<file path="config.mk">
export PLATFORM = sky130hd
export DESIGN_NAME = adder_arbiter_rr_flat
export DESIGN_NICKNAME = d
export VERILOG_FILES = /design/src/rtl/adder_arbiter_rr_pkg.sv /design/src/rtl/adder_arbiter_rr_if.sv /design/src/rtl/adder_arbiter_rr_adder_4bit.sv /design/src/rtl/adder_arbiter_rr.sv /design/src/flat_wrapper.sv
export SDC_FILE = /design/constraint.sdc
export NUM_CORES = 1
export LEC_CHECK = 0
export CELL_PAD_IN_SITES_DETAIL_PLACEMENT = 0
export CELL_PAD_IN_SITES_GLOBAL_PLACEMENT = 2
export CORE_UTILIZATION = 23
export DETAILED_ROUTE_END_ITERATION = 12
export PLACE_DENSITY = 0.81
export SYNTH_ARGS = -nofsm -noshare
export SYNTH_HDL_FRONTEND = slang
export SYNTH_HIERARCHICAL = 1
export SYNTH_SLANG_ARGS = --single-unit
export TNS_END_PERCENT = 30
</file>
<file path="constraint.sdc">
create_clock -name clk -period 3.75 [get_ports clk]
set_input_delay 0.75 -clock clk [delete_from_list [all_inputs] [get_ports clk]]
set_output_delay 0.75 -clock clk [all_outputs]
set_load 0.05 [all_outputs]
</file>
<file path="src/rtl/adder_arbiter_rr_pkg.sv">
// Shared types and constants for the
// two-requester shared-adder arbiter.
package adder_arbiter_rr_pkg;

  localparam int OPW = 4;

  typedef enum logic {
    ST_EMPTY = 1'b0,
    ST_FULL  = 1'b1
  } st_t;

endpackage

</file>
<file path="src/rtl/adder_arbiter_rr_if.sv">
// Request/operand/response bundle between
// the requesters+consumer and the arbiter.
import adder_arbiter_rr_pkg::*;

interface adder_arbiter_rr_if;

  logic [1:0]     req;
  logic [OPW-1:0] a0;
  logic [OPW-1:0] b0;
  logic [OPW-1:0] a1;
  logic [OPW-1:0] b1;
  logic [1:0]     gnt;
  logic           rsp_vld;
  logic           rsp_id;
  logic [OPW-1:0] rsp_sum;
  logic           rsp_cout;
  logic           rsp_rdy;

  modport master (
    output req, a0, b0, a1, b1, rsp_rdy,
    input  gnt, rsp_vld, rsp_id,
    input  rsp_sum, rsp_cout
  );

  modport slave (
    input  req, a0, b0, a1, b1, rsp_rdy,
    output gnt, rsp_vld, rsp_id,
    output rsp_sum, rsp_cout
  );

endinterface

</file>
<file path="src/rtl/adder_arbiter_rr_adder_4bit.sv">
// Ripple-carry adder, no carry-in.
// Shared by both requesters of the arbiter.
import adder_arbiter_rr_pkg::*;

module adder_4bit (
  input  logic [OPW-1:0] a,
  input  logic [OPW-1:0] b,
  output logic [OPW-1:0] sum,
  output logic           cout
);

  logic [OPW:0] c;

  always_comb begin
    c   = '0;
    sum = '0;
    for (int i = 0; i < OPW; i++) begin
      sum[i]   = a[i] ^ b[i] ^ c[i];
      c[i+1]   = (a[i] & b[i])
               | (c[i] & (a[i] ^ b[i]));
    end
  end

  assign cout = c[OPW];

endmodule

</file>
<file path="src/rtl/adder_arbiter_rr.sv">
// Two requesters share one adder; the
// result sits in a one-entry buffer.
import adder_arbiter_rr_pkg::*;

module adder_arbiter_rr #(
  parameter int FIXED_PRIO = 0
) (
  input  logic             clk,
  input  logic             rst_n,
  adder_arbiter_rr_if.slave bus
);

  st_t            state;
  logic           last_gnt;
  logic           id_q;
  logic [OPW-1:0] sum_q;
  logic           cout_q;

  logic           permit;
  logic           pick1;
  logic [1:0]     gnt;
  logic [OPW-1:0] op_a;
  logic [OPW-1:0] op_b;
  logic [OPW-1:0] add_sum;
  logic           add_cout;

  assign permit = (state == ST_EMPTY)
               || bus.rsp_rdy;

  // On contention, fixed mode always picks 0.
  assign pick1 = (FIXED_PRIO == 0)
               ? ~last_gnt : 1'b0;

  always_comb begin
    gnt = 2'b00;
    if (rst_n && permit) begin
      unique case (1'b1)
        bus.req == 2'b01: gnt = 2'b01;
        bus.req == 2'b10: gnt = 2'b10;
        bus.req == 2'b11:
          gnt = pick1 ? 2'b10 : 2'b01;
        bus.req == 2'b00: gnt = 2'b00;
      endcase
    end
  end

  assign op_a = gnt[1] ? bus.a1 : bus.a0;
  assign op_b = gnt[1] ? bus.b1 : bus.b0;

  adder_4bit u_add (
    .a    (op_a),
    .b    (op_b),
    .sum  (add_sum),
    .cout (add_cout)
  );

  always_ff @(posedge clk or negedge rst_n) begin
    if (!rst_n) begin
      state    <= ST_EMPTY;
      last_gnt <= 1'b1;
      id_q     <= 1'b0;
      sum_q    <= '0;
      cout_q   <= 1'b0;
    end else if (|gnt) begin
      state    <= ST_FULL;
      last_gnt <= gnt[1];
      id_q     <= gnt[1];
      sum_q    <= add_sum;
      cout_q   <= add_cout;
    end else if (state == ST_FULL
              && bus.rsp_rdy) begin
      state    <= ST_EMPTY;
    end
  end

  assign bus.gnt      = gnt;
  assign bus.rsp_vld  = (state == ST_FULL);
  assign bus.rsp_id   = id_q;
  assign bus.rsp_sum  = sum_q;
  assign bus.rsp_cout = cout_q;

endmodule

</file>
<file path="src/flat_wrapper.sv">
// flat-port wrapper written by rule: the top's interface ports become plain ports
module adder_arbiter_rr_flat 
#(
  parameter int FIXED_PRIO = 0
)
  (clk, rst_n, bus_req, bus_a0, bus_b0, bus_a1, bus_b1, bus_rsp_rdy, bus_gnt, bus_rsp_vld, bus_rsp_id, bus_rsp_sum, bus_rsp_cout);
  adder_arbiter_rr_if bus_i ();
  input  logic clk;
  input  logic rst_n;
  input wire logic [$bits(bus_i.req)-1:0] bus_req;
  input wire logic [$bits(bus_i.a0)-1:0] bus_a0;
  input wire logic [$bits(bus_i.b0)-1:0] bus_b0;
  input wire logic [$bits(bus_i.a1)-1:0] bus_a1;
  input wire logic [$bits(bus_i.b1)-1:0] bus_b1;
  input wire logic [$bits(bus_i.rsp_rdy)-1:0] bus_rsp_rdy;
  output wire logic [$bits(bus_i.gnt)-1:0] bus_gnt;
  output wire logic [$bits(bus_i.rsp_vld)-1:0] bus_rsp_vld;
  output wire logic [$bits(bus_i.rsp_id)-1:0] bus_rsp_id;
  output wire logic [$bits(bus_i.rsp_sum)-1:0] bus_rsp_sum;
  output wire logic [$bits(bus_i.rsp_cout)-1:0] bus_rsp_cout;
  assign bus_i.req = bus_req;
  assign bus_i.a0 = bus_a0;
  assign bus_i.b0 = bus_b0;
  assign bus_i.a1 = bus_a1;
  assign bus_i.b1 = bus_b1;
  assign bus_i.rsp_rdy = bus_rsp_rdy;
  assign bus_gnt = bus_i.gnt;
  assign bus_rsp_vld = bus_i.rsp_vld;
  assign bus_rsp_id = bus_i.rsp_id;
  assign bus_rsp_sum = bus_i.rsp_sum;
  assign bus_rsp_cout = bus_i.rsp_cout;
  adder_arbiter_rr #(.FIXED_PRIO(FIXED_PRIO)) u_core (.clk(clk), .rst_n(rst_n), .bus(bus_i));
endmodule
</file>
## Yosys cells after proc, flatten, opt, wreduce, memory -nomap -nowiden

Cells that the tools add are included.

| storage, ports and cells | value |
|---|---|
| flip-flop bits (word level) | 8 |
| input bits | 21 |

| operators by class | value |
|---|---|
| bitwise gates (word level) | 18 |
| equal/unequal tests | 3 |
| reductions and logical operators | 6 |
| muxes and demuxes | 7 |

Operators with widths:

| operator | number |
|---|---|
| two-way mux 4 bit | 2 |
| case mux 2 bit (4 select lines) | 1 |
| AND 1 bit | 7 |
| XOR 1 bit | 7 |
| equality test 2 bit, second input constant | 2 |
| two-way mux 2 bit | 2 |
| bitwise OR 1 bit | 3 |
| equality test 2 x 1 -> 1 bit, second input constant | 1 |
| logical AND 1 bit | 2 |
| logical NOT 2 bit | 1 |
| two-way mux 1 bit | 2 |
| nonzero test 2 bit | 1 |
| OR reduction 2 bit | 1 |
| logical OR 1 bit | 1 |
| NOT 1 bit | 1 |

## Logic depth before layout (Yosys ltp)

Gate-level depths: netlist (run 1).

| logic depth | value |
|---|---|
| word-level depth | 12 |
| mapped depth | 12 |

## Hierarchy

The synthesis (run 1) kept the hierarchy.

By module, submodules not included:

| module | instances | area an instance (um^2) | seq. area each (um^2) | cells each |
|---|---|---|---|---|
| adder_arbiter_rr | 1 | 432.9 | 201.4 | 32 |
| adder_4bit | 1 | 110.1 | 0.0 | 14 |

## Worst setup path after synthesis (run 1)

Ideal clock, no wire load.

| timing | value |
|---|---|
| path kind | input to register |
| from | in bus_rsp_rdy |
| to | reg u_core.sum_q[3] (netlist: u_core/bus.rsp_sum[3]) |
| stages on the path | 12 |
| path slack | 0.797 ns |
| setup time | 0.125 ns |
| data arrival time | 2.828 ns |
| cell sequence | nand2b_2 nand4_4 mux2_2 ha_1 inv_1 fa_1 inv_1 fa_1 inv_1 fa_1 inv_1 mux2_2 |

| on the way | value |
|---|---|
| cells in the longest elaborated chain, start to end | 10 |
| elaborated cells on any way between the ends | 17 |
| classes of those cells | mux: 3; bitwise: 11; reduce/logical: 3 |

RTL lines:

| element | line | source |
|---|---|---|
| start: declaration | flat_wrapper.sv:15 | `input wire logic [$bits(bus_i.rsp_rdy)-1:0] bus_rsp_rdy;` |
| logical OR 1 bit | adder_arbiter_rr.sv:28 | `\|\| bus.rsp_rdy;` |
| logical AND 1 bit | adder_arbiter_rr.sv:36 | `if (rst_n && permit) begin` |
| two-way mux 2 bit | adder_arbiter_rr.sv:36 |  |
| two-way mux 4 bit | adder_arbiter_rr.sv:47 | `assign op_a = gnt[1] ? bus.a1 : bus.a0;` |
| named net u_core.op_a[0] | adder_arbiter_rr.sv:22 | `logic [OPW-1:0] op_a;` |
| AND 1 bit | adder_arbiter_rr_adder_4bit.sv:19 | `c[i+1] = (a[i] & b[i])` |
| AND 1 bit | adder_arbiter_rr_adder_4bit.sv:20 | `\| (c[i] & (a[i] ^ b[i]));` |
| bitwise OR 1 bit | adder_arbiter_rr_adder_4bit.sv:20 |  |
| AND 1 bit | adder_arbiter_rr_adder_4bit.sv:20 |  |
| bitwise OR 1 bit | adder_arbiter_rr_adder_4bit.sv:20 |  |
| XOR 1 bit | adder_arbiter_rr_adder_4bit.sv:18 | `sum[i] = a[i] ^ b[i] ^ c[i];` |
| named net u_core.add_sum[3] | adder_arbiter_rr.sv:24 | `logic [OPW-1:0] add_sum;` |
| end signal: assignment | adder_arbiter_rr.sv:68 | `sum_q <= add_sum;` |
| end: declaration | adder_arbiter_rr.sv:16 | `logic [OPW-1:0] sum_q;` |

The timed path passes the listed nets, and every way through them passes these cells.
A chain may end at the register's enable or synchronous reset.

## Worst setup path after layout (run 1)

Same ends and word-level chain as after synthesis.

==> results.toml, run 1 <==
[place]
placed_cell_area_um2 = 871
dpl.hpwl_um = 929
dp_cells = 104
io_buffers = 29
place.gp.congestion = 0.663

[run]
maxCapViolations = 0

[critical_path]
worstPathCellList = "clkdlybuf4s50_1 > nand2b_2 > nand4_4 > mux2_2 > ha_1 > inv_1 > fa_1 > inv_1 > fa_1 > inv_1 > fa_1 > inv_1 > mux2_2"
cp-start-kind = "input port"
required_ns = 3.89
cp_top_family = "adder cells"
crit_path_top_delay_cell = "fa_1"
max_stage_delay_ns = 0.47
critPathBufInv = 5
endpoint_kind = "flip-flop"
path_max_fanout = 9
rrSetupSlack_ns = 1.07
arrival_ns = 3.43
criticalPathCategory = "in -> reg"
cp_common_cell = "inv_1"
rr_worst_depth = 12
reg2reg_to = "u_core/bus.rsp_sum[3]"
reg2reg_from = "u_core/last_gnt"

[pwr]
comb_power_share_pct = 53.5
p_per_area_mw_per_mm2 = 481
sw_frac_of_total_pct = 41.4
switchingPower_uw = 179
clockPowerShare_pct = 16.5
leakage_uw = 0.000417
power.internal_uw = 253
vdd_drop_max_uv = 275
pwr-share-seq_pct = 30.0
finalPower_uw = 431

[detailed_routing]
wl_per_cell_um = 10.0
vias = 450
dr.pass1.iters = 1
wirelength_um = 1080
vias_per_cell = 4.17
postRouteAntennaNets = 0
drtIter0Drc = 0
drcViolationCount = 0

[clock_tree]
htreeDepth = 1
cts_resized = 0
clockBufferDepth = 2
clock_latency_ns = 0.26
cts_setup_buffers = 0
cts_tree = "yes"
clk_pin_slew_ns = 0.06
cts_hold_buf = 0
numCtsBuffers = 3
root_buffer = "clkbuf_4"
clock_sinks = 8

[timing]
period_minus_slack_ns = 3.28
final-setup-viol-count = 0
final-hold-violation-count = 0
finalSetupTns_ns = 0
worst_pin_slew_ns = 0.501
period_share_pct = 87.5
fin_skew_ns = 0.0101
maxSlewHeadroom_pct = 66.5
rsz0062_at_grt = "no"
max_freq_ghz = 0.305
finalMaxSlewViolations = 0

[yosys]
synth_edf_count = 0
synth_nets = 71
ys_async_sr_fraction_pct = 100
synth_top_flop_cell = "dfrtp_1"
ys_warn_count = 6
synthCells = 46
seq_area_frac_synth_pct = 37.1
synth_top_area_cell = "dfrtp_1"
synth_area_leaders = "dfrtp_1, mux2_2, fa_1, inv_1, dfstp_2"
synth_cell_types = 12
synth.ff_latch_count = 8
synth.cells.most_frequent = "inv_1, mux2_2, dfrtp_1"
synth_top_area_share_pct = 32.3
syn_area_um2 = 543
avgSynthCellArea_um2 = 11.8

[min_path]
min_from = "u_core/bus.rsp_id"
worstHoldPathCells = 1
min_to = "u_core/bus.rsp_id"
min-delay-path-class = "reg -> reg"

[floorplanning]
die_area_mm2 = 0.00256
start_util_pct = 24.5
die_height_um = 50.6
die_w_um = 50.6
ioPinCount = 30
core_area_mm2 = 0.00221
row_count = 17

[global_routing]
grt_pass1_wl_um = 1950
grt_start_max_net_pins = 11
antenna_found_initial = 0
grtUsageTotal_pct = 10.6
grt_pass1_vias = 471
grt_remaining_overflow = 0

[finish]
drive_above_1_share_pct = 28.7
n_antenna_cell = 0
final_cell_area_um2 = 897
area_growth_pct = 65.2
stdcell_count = 108
fillers = 232
nets = 106

[status]
run_status = "finished clean"
-- worst max path at each step --
stage	start	to	slack [ns]	cells after the start
floorplan	bus_rsp_rdy	u_core/bus.rsp_sum[3]	0.80	12
global placement	bus_rsp_rdy	u_core/bus.rsp_sum[3]	0.18	13
detailed placement	bus_rsp_rdy	u_core/bus.rsp_sum[3]	0.14	13
CTS	bus_rsp_rdy	u_core/bus.rsp_sum[3]	0.42	13
global route	bus_rsp_rdy	u_core/bus.rsp_sum[3]	0.32	13
finish	bus_rsp_rdy	u_core/bus.rsp_sum[3]	0.47	13
-- kinds of logic (layout without fill, tap and decap cells) --
family | count (synthesis) | in the layout | synth area share [%]
simple gates | 4 | 4 | 6.91
flops | 8 | 8 | 37.1
buf+inv | 13 | 47 | 8.99
fa+ha+maj | 4 | 4 | 13.4
compound gates | 4 | 4 | 6.68
mux | 13 | 13 | 27.0
-- through the flow --
step	hold WS [ns]	util [%]	setup slack, ns
2_1_floorplan	0.454	-	0.797
3_3_place_gp	0.461	39.4	0.176
3_5_place_dp	0.472	39.4	0.139
4_1_cts	0.490	40.6	0.420
5_1_grt	0.501	40.6	0.325
6_report	0.481	40.6	0.468
-- final cells by class --
class	count	area, um^2	area share, %
flip-flops and latches	8	201	22.5
multi-input cells	25	293	32.6
well taps	28	35.0	3.91
inverters	13	48.8	5.44
repair buffers	30	293	32.6
clock buffers	4	26.3	2.93
-- sequential cells by signal, summed over array words and instances (netlist names) --
signal	flops
u_core/bus.rsp_cout	1
u_core/bus.rsp_id	1
u_core/bus.rsp_vld	1
u_core/bus.rsp_sum	4
u_core/last_gnt	1
-- power groups by stage --
stage          Sequential [uW]  Combinational (uW)  Clock, uW
2_1_floorplan              215                62.5          0
4_1_cts                    130                 236       76.5
3_5_place_dp               132                 235          0
5_1_grt                    133                 246       79.5
6_report                   129                 231       71.1
3_3_place_gp               130                 233          0
-- layout by cell type, fill, tap and decap left out --
master	instances
o211ai_2	1
nand2b_2	1
dfstp_2	1
clkdlybuf4s50_1	27
clkbuf_1	1
nand2_1	2
buf_4	3
nand4_4	1
fa_1	3
inv_1	13
clkbuf_4	3
ha_1	1
dfrtp_1	7
a21o_1	2
mux2_2	13
o2111ai_1	1
-- routing by layer --
layer,global-route usage [%],vias up,routed length [um]
met3,4.24,4,88
met1,11.3,212,406
met2,17.8,16,568
li1,-,218,-
met4,5.56,0,21
met5,0,-,0
-- worst reg2reg max path, cell delays in order, from the launching register on --
cell	delay (ns)
dfstp_2	0.54
nand2_1	0.08
nand4_4	0.18
mux2_2	0.36
ha_1	0.19
inv_1	0.06
fa_1	0.15
inv_1	0.05
fa_1	0.35
inv_1	0.07
fa_1	0.40
inv_1	0.06
mux2_2	0.13
No activity file was read; power rests on OpenSTA's default activity.
==> run 2: changes to the inputs <==
CTS_CLUSTER_SIZE = 16   (was not set)
SLEW_MARGIN = 5   (was not set)
==> results of run 2 <==
The final DEF is identical to that of run 1; final timing and power are the same.
==> run 3: changes to the inputs <==
CORE_MARGIN = 2   (was not set)
CORE_UTILIZATION = 19   (was 23)
PLACE_DENSITY = 0.72   (was 0.81)
clock period = 3 ns   (was 3.75 ns; I/O delays follow)
==> run 3 against run 2 <==
Core utilization is 2.8 points lower. Flip-flop and latch count stayed put. Critical path depth stayed put. Die area is 29% higher. Clock skew is 0.0069 ns lower. Routed wire length is 19% higher. Sequential power is 26% higher.
==> results.toml, run 3 (synthesis gave the netlist of run 1 again) <==
[status]
run_status = "finished clean"

[floorplanning]
die_w_um = 57.5
die_area_mm2 = 0.00330
row_count = 19
start_util_pct = 19.9
die_height_um = 57.5
core_area_mm2 = 0.00273
ioPinCount = 30

[critical_path]
path_max_fanout = 5
required_ns = 3.13
cp-start-kind = "input port"
crit_path_end = "u_core/bus.rsp_sum[3]"
max_stage_delay_ns = 0.49
criticalPathCategory = "in -> reg"
cp_top_family = "adder cells"
cp_common_cell = "inv_2"
rr_worst_depth = 12
worstPathCellList = "dlymetal6s2s_1 > nand2b_4 > nand4_4 > mux2_4 > ha_4 > inv_2 > fa_2 > inv_2 > fa_2 > inv_2 > fa_1 > inv_1 > mux2_2"
crit_path_top_delay_cell = "fa_1"
crit_path_start = "bus_rsp_rdy"
critPathBufInv = 5
endpoint_kind = "flip-flop"
reg2reg_to = "u_core/bus.rsp_sum[3]"
critical_path_depth = 13
rrSetupSlack_ns = 0.40
reg2reg_from = "u_core/last_gnt"
arrival_ns = 2.79

[finish]
final_common_cell = "clkdlybuf4s50_1"
largest_reg_flops = 4
layout_common_cells = "clkdlybuf4s50_1, mux2_2, inv_1, buf_4, dfrtp_1"
n_antenna_cell = 0
area_growth_pct = 90.1
nets = 114
drive_above_1_share_pct = 43.2
stdcell_count = 119

[pwr]
p_per_area_mw_per_mm2 = 548
clockPowerShare_pct = 15.0
pwr-share-seq_pct = 28.7
switchingPower_uw = 230
power.internal_uw = 335
vdd_drop_max_uv = 439
comb_power_share_pct = 56.2
leakage_uw = 0.000510
sw_frac_of_total_pct = 40.7
finalPower_uw = 565

[timing]
finalMaxSlewViolations = 0
maxSlewHeadroom_pct = 65.8
worst_pin_slew_ns = 0.511
max_freq_ghz = 0.376
final-hold-violation-count = 0
rsz0062_at_grt = "no"
period_minus_slack_ns = 2.66
final-setup-viol-count = 0
period_share_pct = 88.8
fin_skew_ns = 0.00321

[detailed_routing]
drtIter0Drc = 9
postRouteAntennaNets = 0
vias_per_cell = 3.99
wl_per_cell_um = 10.8
wirelength_um = 1290
dr.pass1.iters = 2
drcViolationCount = 0
vias = 475

[min_path]
min-delay-path-class = "in -> async"

[global_routing]
antenna_found_initial = 0
grt_start_max_net_pins = 11
grtUsageTotal_pct = 7.87
grt_pass1_vias = 516
grt_pass1_wl_um = 2020
grt_remaining_overflow = 0

[run]
maxCapViolations = 0

[clock_tree]
htreeDepth = 1
clk_pin_slew_ns = 0.05
cts_tree = "yes"
clock_sinks = 8
clock_latency_ns = 0.25
numCtsBuffers = 3
cts_hold_buf = 0
clockBufferDepth = 2
root_buffer = "clkbuf_4"

[place]
dpl.hpwl_um = 1040
place.gp.congestion = 0.778
io_buffers = 29
dp_cells = 111
run 3: cell types whose count changed in the layout (fill, tap and decap cells not counted), sizes merged:
cell / previous run / this run
clkdlybuf4s50: 27 / 23
dlymetal6s2s: 0 / 4
buf: 3 / 11
run 3: layout make-up:
cell class	instances	area [um^2]
Tap cell	31	38.8
Inverter	13	48.8
Fill cell	277	1700
Clock buffer	4	26.3
Sequential cell	8	201
Timing Repair Buffer	38	392
Multi-Input combinational cell	25	325
run 3: power by group through the flow:
| stage | Combinational, uW | Sequential, uW | Clock (uW) |
|---|---|---|---|
| floorplan | 78.1 | 269 | 0 |
| global placement | 305 | 163 | 0 |
| detailed placement | 308 | 164 | 0 |
| CTS | 312 | 162 | 91.6 |
| global route | 339 | 168 | 98.0 |
| finish | 318 | 162 | 85.1 |
run 3: worst reg2reg max path, cell delays in order, from the launching register on:
cell,delay (ns)
dfstp_2,0.55
nand2_2,0.07
nand4_4,0.11
mux2_4,0.19
ha_4,0.13
inv_2,0.03
fa_2,0.34
inv_2,0.06
fa_2,0.19
inv_2,0.04
fa_1,0.49
inv_1,0.04
mux2_2,0.24
run 3: how the worst min path moves through the flow:
| stage | to | slack [ns] | from | cells past startpoint |
|---|---|---|---|---|
| 5_1_grt | u_core/bus.rsp_sum[0] | 0.37 | rst_n | 2 |
| 3_3_place_gp | u_core/bus.rsp_id | 0.46 | u_core/bus.rsp_id | 1 |
| 2_1_floorplan | u_core/bus.rsp_cout | 0.30 | rst_n | 0 |
| 4_1_cts | u_core/bus.rsp_id | 0.48 | u_core/bus.rsp_id | 1 |
| 3_5_place_dp | u_core/bus.rsp_id | 0.47 | u_core/bus.rsp_id | 1 |
| 6_report | u_core/bus.rsp_vld | 0.37 | rst_n | 2 |
run 3: repair_timing:
action / 4_1_cts / 5_1_grt
setup endpoints to repair: 1 / 1
buffers inserted: 1 / 3
gates cloned: 0 / 0
pin swaps: 1 / 6
resized for setup: 2 / 14
run 3: stage by stage:
| step | cell area [um^2] | utilization (%) | hold slack, ns | TNS, ns | setup WS (ns) |
|---|---|---|---|---|---|
| finish | 1030 | 37.8 | 0.371 | 0 | 0.337 |
| global route | 1030 | 37.8 | 0.370 | 0 | 0.236 |
| CTS | 971 | 35.5 | 0.482 | 0 | 0.00329 |
| detailed placement | 930 | 34.0 | 0.470 | -0.488 | -0.307 |
| global placement | 930 | 34.0 | 0.461 | -0.456 | -0.295 |
| floorplan | 543 | - | 0.304 | 0 | 0.188 |
run 3: per-layer routing:
metal,wire length (um),vias to the layer above,global-route usage (%),part of all wire (%)
met1,476,222,7.00,37
met3,110,2,3.40,8.5
li1,-,233,-,-
met4,17,0,2.99,1.3
met2,683,18,15.3,53
met5,0,-,0,0
